<file path="config.mk">
export PLATFORM = sky130hd
export DESIGN_NAME = serial_add_controller_flat
export DESIGN_NICKNAME = d
export VERILOG_FILES = /design/src/rtl/serial_add_controller_if.sv /design/src/rtl/serial_add_controller.sv /design/src/flat_wrapper.sv
export SDC_FILE = /design/constraint.sdc
export NUM_CORES = 1
export LEC_CHECK = 0
export ABC_AREA = 1
export CORE_UTILIZATION = 58
export CTS_BUF_LIST = sky130_fd_sc_hd__clkbuf_8
export DETAILED_ROUTE_END_ITERATION = 10
export GPL_TIMING_DRIVEN = 1
export HOLD_SLACK_MARGIN = 0.12
export PLACE_DENSITY_LB_ADDON = 0.25
export SLEW_MARGIN = 25
export SYNTH_ARGS = -nofsm -noshare
export SYNTH_HDL_FRONTEND = slang
export SYNTH_SLANG_ARGS = --single-unit
</file>
<file path="constraint.sdc">
create_clock -name clk -period 2.4 [get_ports clk]
set_input_delay 0.48 -clock clk [delete_from_list [all_inputs] [get_ports clk]]
set_output_delay 0.48 -clock clk [all_outputs]
set_load 0.02 [all_outputs]
</file>
<file path="src/rtl/serial_add_controller_if.sv">
// Operand/result handshake bundle for serial_add_controller.
// SERIAL_ADD_SUB_EN adds the 'sub' operation select.
interface serial_add_controller_if #(parameter int WIDTH = 8);
  logic             in_valid;
  logic             in_ready;
  logic [WIDTH-1:0] lhs;
  logic [WIDTH-1:0] rhs;
`ifdef SERIAL_ADD_SUB_EN
  logic             sub;
`endif
  logic             out_valid;
  logic             out_ready;
  logic [WIDTH-1:0] sum;
  logic             carry;
  logic             busy;

  modport slave (
    input  in_valid, lhs, rhs, out_ready,
`ifdef SERIAL_ADD_SUB_EN
    input  sub,
`endif
    output in_ready, out_valid, sum, carry, busy
  );

  modport master (
    output in_valid, lhs, rhs, out_ready,
`ifdef SERIAL_ADD_SUB_EN
    output sub,
`endif
    input  in_ready, out_valid, sum, carry, busy
  );
endinterface

</file>
<file path="src/rtl/serial_add_controller.sv">
// Bit-serial adder: one full-adder slice (two half adders + OR) run over WIDTH cycles, LSB first.
// Define SERIAL_ADD_SUB_EN to add a 'sub' input selecting lhs-rhs.
module one_bit_half_adder (
  input  logic a,
  input  logic b,
  output logic s,
  output logic c
);
  assign s = a ^ b;
  assign c = a & b;
endmodule

module serial_add_controller #(
  parameter int WIDTH = 8
) (
  input  logic                    clk,
  input  logic                    rst_n,
  serial_add_controller_if.slave  bus
);
  localparam int CW = (WIDTH > 1) ? $clog2(WIDTH) : 1;

  typedef enum logic [1:0] {S_IDLE, S_RUN, S_DONE} state_t;

  state_t           state_q, state_d;
  logic [WIDTH-1:0] lhs_sh_q, lhs_sh_d;
  logic [WIDTH-1:0] rhs_sh_q, rhs_sh_d;
  logic [WIDTH-1:0] acc_q, acc_d;
  logic [WIDTH-1:0] sum_q, sum_d;
  logic             carry_q, carry_d;
  logic             cout_q, cout_d;
  logic [CW-1:0]    cnt_q, cnt_d;

  logic accept, last, rhs_bit, s0, c0, sum_bit, c1, carry_next, carry_init;
  logic [WIDTH-1:0] acc_shift;

`ifdef SERIAL_ADD_SUB_EN
  logic sub_q, sub_d;
  assign rhs_bit    = rhs_sh_q[0] ^ sub_q;
  assign carry_init = bus.sub;
`else
  assign rhs_bit    = rhs_sh_q[0];
  assign carry_init = 1'b0;
`endif

  one_bit_half_adder u_ha0 (.a(lhs_sh_q[0]), .b(rhs_bit), .s(s0),      .c(c0));
  one_bit_half_adder u_ha1 (.a(s0),          .b(carry_q), .s(sum_bit), .c(c1));
  assign carry_next = c0 | c1;

  assign accept    = (state_q == S_IDLE) && bus.in_valid;
  assign last      = (cnt_q == CW'(WIDTH - 1));
  // New sum bit enters at the MSB; the concat keeps WIDTH=1 legal.
  assign acc_shift = {sum_bit, acc_q} >> 1;

  // State register
  always_ff @(posedge clk or negedge rst_n) begin
    if (!rst_n) state_q <= S_IDLE;
    else        state_q <= state_d;
  end

  // Next-state logic
  always_comb begin
    state_d = state_q;
    case (state_q)
      S_IDLE:  if (bus.in_valid) state_d = S_RUN;
      S_RUN:   if (last)         state_d = S_DONE;
      S_DONE:  if (bus.out_ready) state_d = S_IDLE;
      default: state_d = S_IDLE;
    endcase
  end

  // Output logic
  always_comb begin
    bus.in_ready  = 1'b0;
    bus.busy      = 1'b0;
    bus.out_valid = 1'b0;
    case (state_q)
      S_IDLE:  bus.in_ready  = 1'b1;
      S_RUN:   bus.busy      = 1'b1;
      S_DONE:  bus.out_valid = 1'b1;
      default: ;
    endcase
  end
  assign bus.sum   = sum_q;
  assign bus.carry = cout_q;

  // Datapath: sum_q/cout_q are only written on RUN->DONE so partial sums never show.
  always_comb begin
    lhs_sh_d = lhs_sh_q;
    rhs_sh_d = rhs_sh_q;
    acc_d    = acc_q;
    sum_d    = sum_q;
    carry_d  = carry_q;
    cout_d   = cout_q;
    cnt_d    = cnt_q;
`ifdef SERIAL_ADD_SUB_EN
    sub_d    = sub_q;
`endif
    if (accept) begin
      lhs_sh_d = bus.lhs;
      rhs_sh_d = bus.rhs;
      carry_d  = carry_init;
      cnt_d    = '0;
`ifdef SERIAL_ADD_SUB_EN
      sub_d    = bus.sub;
`endif
    end else if (state_q == S_RUN) begin
      lhs_sh_d = lhs_sh_q >> 1;
      rhs_sh_d = rhs_sh_q >> 1;
      acc_d    = acc_shift;
      carry_d  = carry_next;
      cnt_d    = cnt_q + CW'(1);
      if (last) begin
        sum_d  = acc_shift;
        cout_d = carry_next;
      end
    end
  end

  always_ff @(posedge clk or negedge rst_n) begin
    if (!rst_n) begin
      lhs_sh_q <= '0;
      rhs_sh_q <= '0;
      acc_q    <= '0;
      sum_q    <= '0;
      carry_q  <= 1'b0;
      cout_q   <= 1'b0;
      cnt_q    <= '0;
`ifdef SERIAL_ADD_SUB_EN
      sub_q    <= 1'b0;
`endif
    end else begin
      lhs_sh_q <= lhs_sh_d;
      rhs_sh_q <= rhs_sh_d;
      acc_q    <= acc_d;
      sum_q    <= sum_d;
      carry_q  <= carry_d;
      cout_q   <= cout_d;
      cnt_q    <= cnt_d;
`ifdef SERIAL_ADD_SUB_EN
      sub_q    <= sub_d;
`endif
    end
  end
endmodule

</file>
<file path="src/flat_wrapper.sv">
// flat-port wrapper written by rule: the top's interface ports become plain ports
module serial_add_controller_flat 
#(
  parameter int WIDTH = 8
)
  (clk, rst_n, bus_in_valid, bus_lhs, bus_rhs, bus_out_ready, bus_in_ready, bus_out_valid, bus_sum, bus_carry, bus_busy);
  serial_add_controller_if #(.WIDTH(WIDTH)) bus_i ();
  input  logic clk;
  input  logic rst_n;
  input wire logic [$bits(bus_i.in_valid)-1:0] bus_in_valid;
  input wire logic [$bits(bus_i.lhs)-1:0] bus_lhs;
  input wire logic [$bits(bus_i.rhs)-1:0] bus_rhs;
  input wire logic [$bits(bus_i.out_ready)-1:0] bus_out_ready;
  output wire logic [$bits(bus_i.in_ready)-1:0] bus_in_ready;
  output wire logic [$bits(bus_i.out_valid)-1:0] bus_out_valid;
  output wire logic [$bits(bus_i.sum)-1:0] bus_sum;
  output wire logic [$bits(bus_i.carry)-1:0] bus_carry;
  output wire logic [$bits(bus_i.busy)-1:0] bus_busy;
  assign bus_i.in_valid = bus_in_valid;
  assign bus_i.lhs = bus_lhs;
  assign bus_i.rhs = bus_rhs;
  assign bus_i.out_ready = bus_out_ready;
  assign bus_in_ready = bus_i.in_ready;
  assign bus_out_valid = bus_i.out_valid;
  assign bus_sum = bus_i.sum;
  assign bus_carry = bus_i.carry;
  assign bus_busy = bus_i.busy;
  serial_add_controller #(.WIDTH(WIDTH)) u_core (.clk(clk), .rst_n(rst_n), .bus(bus_i));
endmodule
</file>
Yosys cells after proc, flatten, opt, wreduce, memory -nomap -nowiden
Cells that the tools add are included.
Storage, ports and cells
  flip-flop bits (word level): 39
  output and inout bits: 12
Operators by class
  $add $sub $neg: 1
  equal/unequal tests: 6
  bitwise logic cells: 6
  reductions and logical operators: 6
  mux-type cells: 15
Operator list (number)
  $mux W8: 4
  $mux W2: 3
  $mux W3: 2
  $pmux W2 S3: 1
  $reduce_and A3 Y1: 2
  $mux W1: 5
  $ne A2 B2 Y1 const B: 2
  $add A3 B1 Y3 const B: 1
  $eq A3 B3 Y1 const B: 1
  $and A1 B1 Y1: 2
  $eq A2 B1 Y1 const B: 1
  $eq A2 B2 Y1 const B: 1
  $logic_not A2 Y1: 1
  $ne A2 B1 Y1 const B: 1
  $reduce_and A2 Y1: 1
  $reduce_bool A2 Y1: 1
  $xor A1 B1 Y1: 2
  $logic_and A1 B1 Y1: 1
  $not A1 Y1: 1
  $or A1 B1 Y1: 1

Depth between registers and ports, before layout
  word-level depth: 5
  gate-level depth with buffers: 7

Modules after synthesis
A second synthesis with hierarchy kept.
Unflattened totals
  cells, all modules: 180
  area total of the unflattened synthesis: 1615.3 um^2
By module, submodules not included
  serial_add_controller: area an instance 1590.3 um^2, instances 1, cells an instance 178
  one_bit_half_adder: area an instance 12.5 um^2, instances 2, cells an instance 1

Worst setup path after synthesis
No wires, ideal clock.
  path type: reg-to-output
  from: register u_core.state_q[1]
  to: output bus_out_valid
  arrival time: 0.972 ns
  path slack: 0.948 ns
  required time: 1.920 ns
  buffers on the path: 1
  cell stages (with the launch flop): 4
  path through: dfrtp_1 > inv_4 > buf_6 > nor2_1
Between the ends
  cells in the longest elaborated chain, start to end: 2
Ends and longest elaborated chain
  start: declaration: RTL line serial_add_controller.sv:24  | state_t state_q, state_d;
  start signal: assignment: RTL line serial_add_controller.sv:57  | else state_q <= state_d;
  $eq A2 B2 Y1: RTL line serial_add_controller.sv:76  | case (state_q)
  $mux W1: RTL line serial_add_controller.sv:76
  end: declaration: RTL line flat_wrapper.sv:15  | output wire logic [$bits(bus_i.out_valid)-1:0] bus_out_valid;
No other way between the ends.

Worst setup path after layout
  from: register u_core.state_q[1]
  to: output bus_busy
Between the ends
  cells in the longest elaborated chain, start to end: 2
Ends and longest elaborated chain
  $eq A2 B1 Y1: RTL line serial_add_controller.sv:76
  $mux W1: RTL line serial_add_controller.sv:76
  end: declaration: RTL line flat_wrapper.sv:18  | output wire logic [$bits(bus_i.busy)-1:0] bus_busy;
No other way between the ends.

==> impl_metrics.ini <==
[worst_setup_path]
worstPathBufferInverterCount = 3
cp_data_arrival_time_ps = 1770
crit_chain = inv_4 > nand2_4 > inv_4 > clkdlybuf4s50_1
worst_path_dominant_cell_family = buffers and inverters
setup.reg_to_reg.worst_slack_ps = 1110
worst_path_slowest_cell = sky130_fd_sc_hd__clkdlybuf4s50_1
setup.worst_path.end_class = output port
slowest_delay_ps = 630
crit_type = register to output port
crit_required_ps = 1920
cp_max_fo = 14
worst_path_most_repeated_cell = sky130_fd_sc_hd__inv_4
worstSetupStartpointType = register

[clocking]
cts_clock_pin_slew_for_the_worst_setup_and_hold_paths_ps = 70
cts_max_level = 2
cts_buffers = 5
postCtsResizedCells = 0
ctsRootBufferMaster = sky130_fd_sc_hd__clkbuf_8
cts_setup_buffers = 0
cts_tree = done
holdBufCountCts = 0
ctsLongestPathBuffers = 2
worstSkewPairLatency_ps = 290
cts_num_sinks = 38

[timing]
final-max-slew-violation-count = 0
fmax_ghz = 0.445
final_count_of_hold_timing_violations = 0
layout_worst_path_cycle_share_pct = 93.5
setup_viol = 0
setup_skew_ps = 3.71
worst_pin_slew_ps = 814
final.min_clock_period_ps = 2250
worst_slew_margin_rel_pct = 45.7
tns_ps = 0
grt_setup_unrepaired = no

[global_routing]
grt_pass1_wl_um = 6070
maximum_number_of_pins_on_one_net_before_global_route_repair = 39
grt_antenna_before_repair = 0
grt_remaining_overflow = 0
first_global_vias = 1466
gr-usage-all-layers_pct = 23.9

[yosys]
synth_fp_nets = 241
synth.cell_area_mm2 = 0.00186
yosysSeqAreaShare_pct = 51.2
syn_area_per_cell_um2 = 8.51
synthDominantAreaCellType = sky130_fd_sc_hd__dfrtp_1
post_synth_num_cell_types = 18
synth_area_leaders = sky130_fd_sc_hd__dfrtp_1, sky130_fd_sc_hd__nand2_1, sky130_fd_sc_hd__nand3_1
yosys_warnings = 0
postSynthRegisterBits = 38
netlist.area_leader.share_pct = 51.2
post_synth_inst_count = 218

[job]
drv.max_cap_violation_count = 0

[final_layout]
num-fill-cells = 252
final_cell_mix = sky130_fd_sc_hd__nand2_1, sky130_fd_sc_hd__dfrtp_1, sky130_fd_sc_hd__clkdlybuf4s50_1, sky130_fd_sc_hd__nand3_1, sky130_fd_sc_hd__inv_1
area_growth_syn_to_layout_pct = 22.4
post_route_cells_drive_above_1_share_pct = 12.4
total_number_of_nets_in_the_final_design = 273
layout_commonest_cell = sky130_fd_sc_hd__nand2_1
stdcell_area_mm2 = 0.00227
antenna_cells = 0

[detailed_routing]
route.detailed.drc = 0
drtAntennaViolNets = 0
topRoutingLayerUsed = met4
drt-initial-drc-count = 56
met2WireLength_um = 1680
avgViaCountPerCell = 4.93
num_vias = 1455
first_pass_iters = 4
wl_per_cell_um = 11.4
detailroute.wirelength.met3_um = 144
met1_length_um = 1510
drt_wl_total_um = 3370

[pwr]
net-switching-power_mw = 1.07
comb_power_share_pct = 41.8
static-leakage-power_nw = 1.20
pwr-share-seq_pct = 40.1
peakVddDrop_mv = 0.575
power_density_mw_per_mm2 = 1210
power.share.switching_pct = 38.9
part_of_the_total_power_dissipated_in_the_clock_network_pct = 18.1
power_report.internal_total_mw = 1.68
post-layout-total-power_mw = 2.75

[floorplan]
die_w_um = 58.6
starting_density_pct = 60.8
design.portCount = 32
design.die.area_mm2 = 0.00343
std_cell_rows = 20
fp.coreArea_mm2 = 0.00305
fp.dieH_um = 58.6

[hold_path]
hold_class = input pin to asynchronous set/reset pin

[placement]
port-buffer-count = 31
routabilityCongestion = 0.806
post_dp_cell_area_mm2 = 0.00216
hpwl_after_detailed_placement_um = 2410

[run_status]
status = complete, no violations
## layout make-up
| type | count | area (um2) | share of cell area, % |
|---|---|---|---|
| multi-input combinational | 151 | 738 | 32.5 |
| inverter | 18 | 72.6 | 3.20 |
| clock buffer | 8 | 110 | 4.85 |
| timing repair buffer | 36 | 343 | 15.1 |
| tap | 44 | 55.1 | 2.42 |
| sequential | 38 | 952 | 41.9 |
## Yosys cell counts
cell type                 number
sky130_fd_sc_hd__buf_2         3
sky130_fd_sc_hd__buf_4         3
sky130_fd_sc_hd__buf_6         5
sky130_fd_sc_hd__dfrtp_1      38
sky130_fd_sc_hd__fa_1          1
sky130_fd_sc_hd__ha_1          2
sky130_fd_sc_hd__inv_1        16
sky130_fd_sc_hd__inv_4         2
sky130_fd_sc_hd__nand2_1     100
sky130_fd_sc_hd__nand2_2       3
sky130_fd_sc_hd__nand2_4       2
sky130_fd_sc_hd__nand3_1      28
sky130_fd_sc_hd__nand3_2       2
sky130_fd_sc_hd__nor2_1        1
sky130_fd_sc_hd__nor2_8        2
sky130_fd_sc_hd__o21ai_0       5
sky130_fd_sc_hd__o21ai_2       4
sky130_fd_sc_hd__o31ai_2       1
## per-stage QoR
stage	setup WS (ps)	utilization (%)	hold slack (ps)	std cells
finish	155	74.4	283	295
global route	70.5	74.4	342	295
CTS	55.9	74.3	307	295
detailed placement	357	70.7	457	287
global placement	398	70.7	452	287
floorplan	948	-	184	218
## registers in the layout, indices dropped and copies added (netlist names)
name	flops
u_core.rhs_sh_q	8
u_core.cnt_q	3
u_core.state_q	2
u_core.carry_q	1
u_core.bus.sum	8
u_core.acc_q	7
u_core.bus.carry	1
u_core.lhs_sh_q	8
## worst paths after layout
| path | startpoint | endpoint | cells past startpoint |
|---|---|---|---|
| setup reg to reg | u_core.cnt_q[0]$_DFFE_PN0P_ | u_core.bus.sum[3]$_DFFE_PN0P_ | 6 |
| min in group clk | u_core.bus.sum[6]$_DFFE_PN0P_ | u_core.bus.sum[6]$_DFFE_PN0P_ | 2 |
| max in group asynchronous | rst_n | u_core.state_q[0]$_DFFE_PN0P_ | 1 |
| setup / recovery | u_core.state_q[1]$_DFFE_PN0P_ | bus_busy | 4 |
| hold / removal | rst_n | u_core.bus.sum[0]$_DFFE_PN0P_ | 1 |
| hold reg to reg | u_core.bus.sum[6]$_DFFE_PN0P_ | u_core.bus.sum[6]$_DFFE_PN0P_ | 2 |
## logic make-up after synthesis
kind of cell | share of synthesized area [%]
AND/OR/NAND/NOR | 33.4
buffers and inverters | 8.97
AO/OA/AOI/OAI | 3.91
flip-flops | 51.2
adder cells (fa/ha/maj) | 2.43
## power groups by stage
stage | registers [mW] | clock network [mW] | logic, mW
2_1_floorplan | 1.13 | 0 | 0.829
3_3_place_gp | 1.10 | 0 | 1.12
3_5_place_dp | 1.11 | 0 | 1.15
4_1_cts | 1.10 | 0.506 | 1.16
5_1_grt | 1.14 | 0.541 | 1.30
6_report | 1.11 | 0.498 | 1.15
## metal layers
metal | global-route usage [%] | vias to the layer above
li1 | - | 736
met1 | 27.8 | 682
met2 | 42.4 | 32
met3 | 5.93 | 5
met4 | 9.52 | 0
met5 | 0 | -
Power figures use the tool's default switching activity.
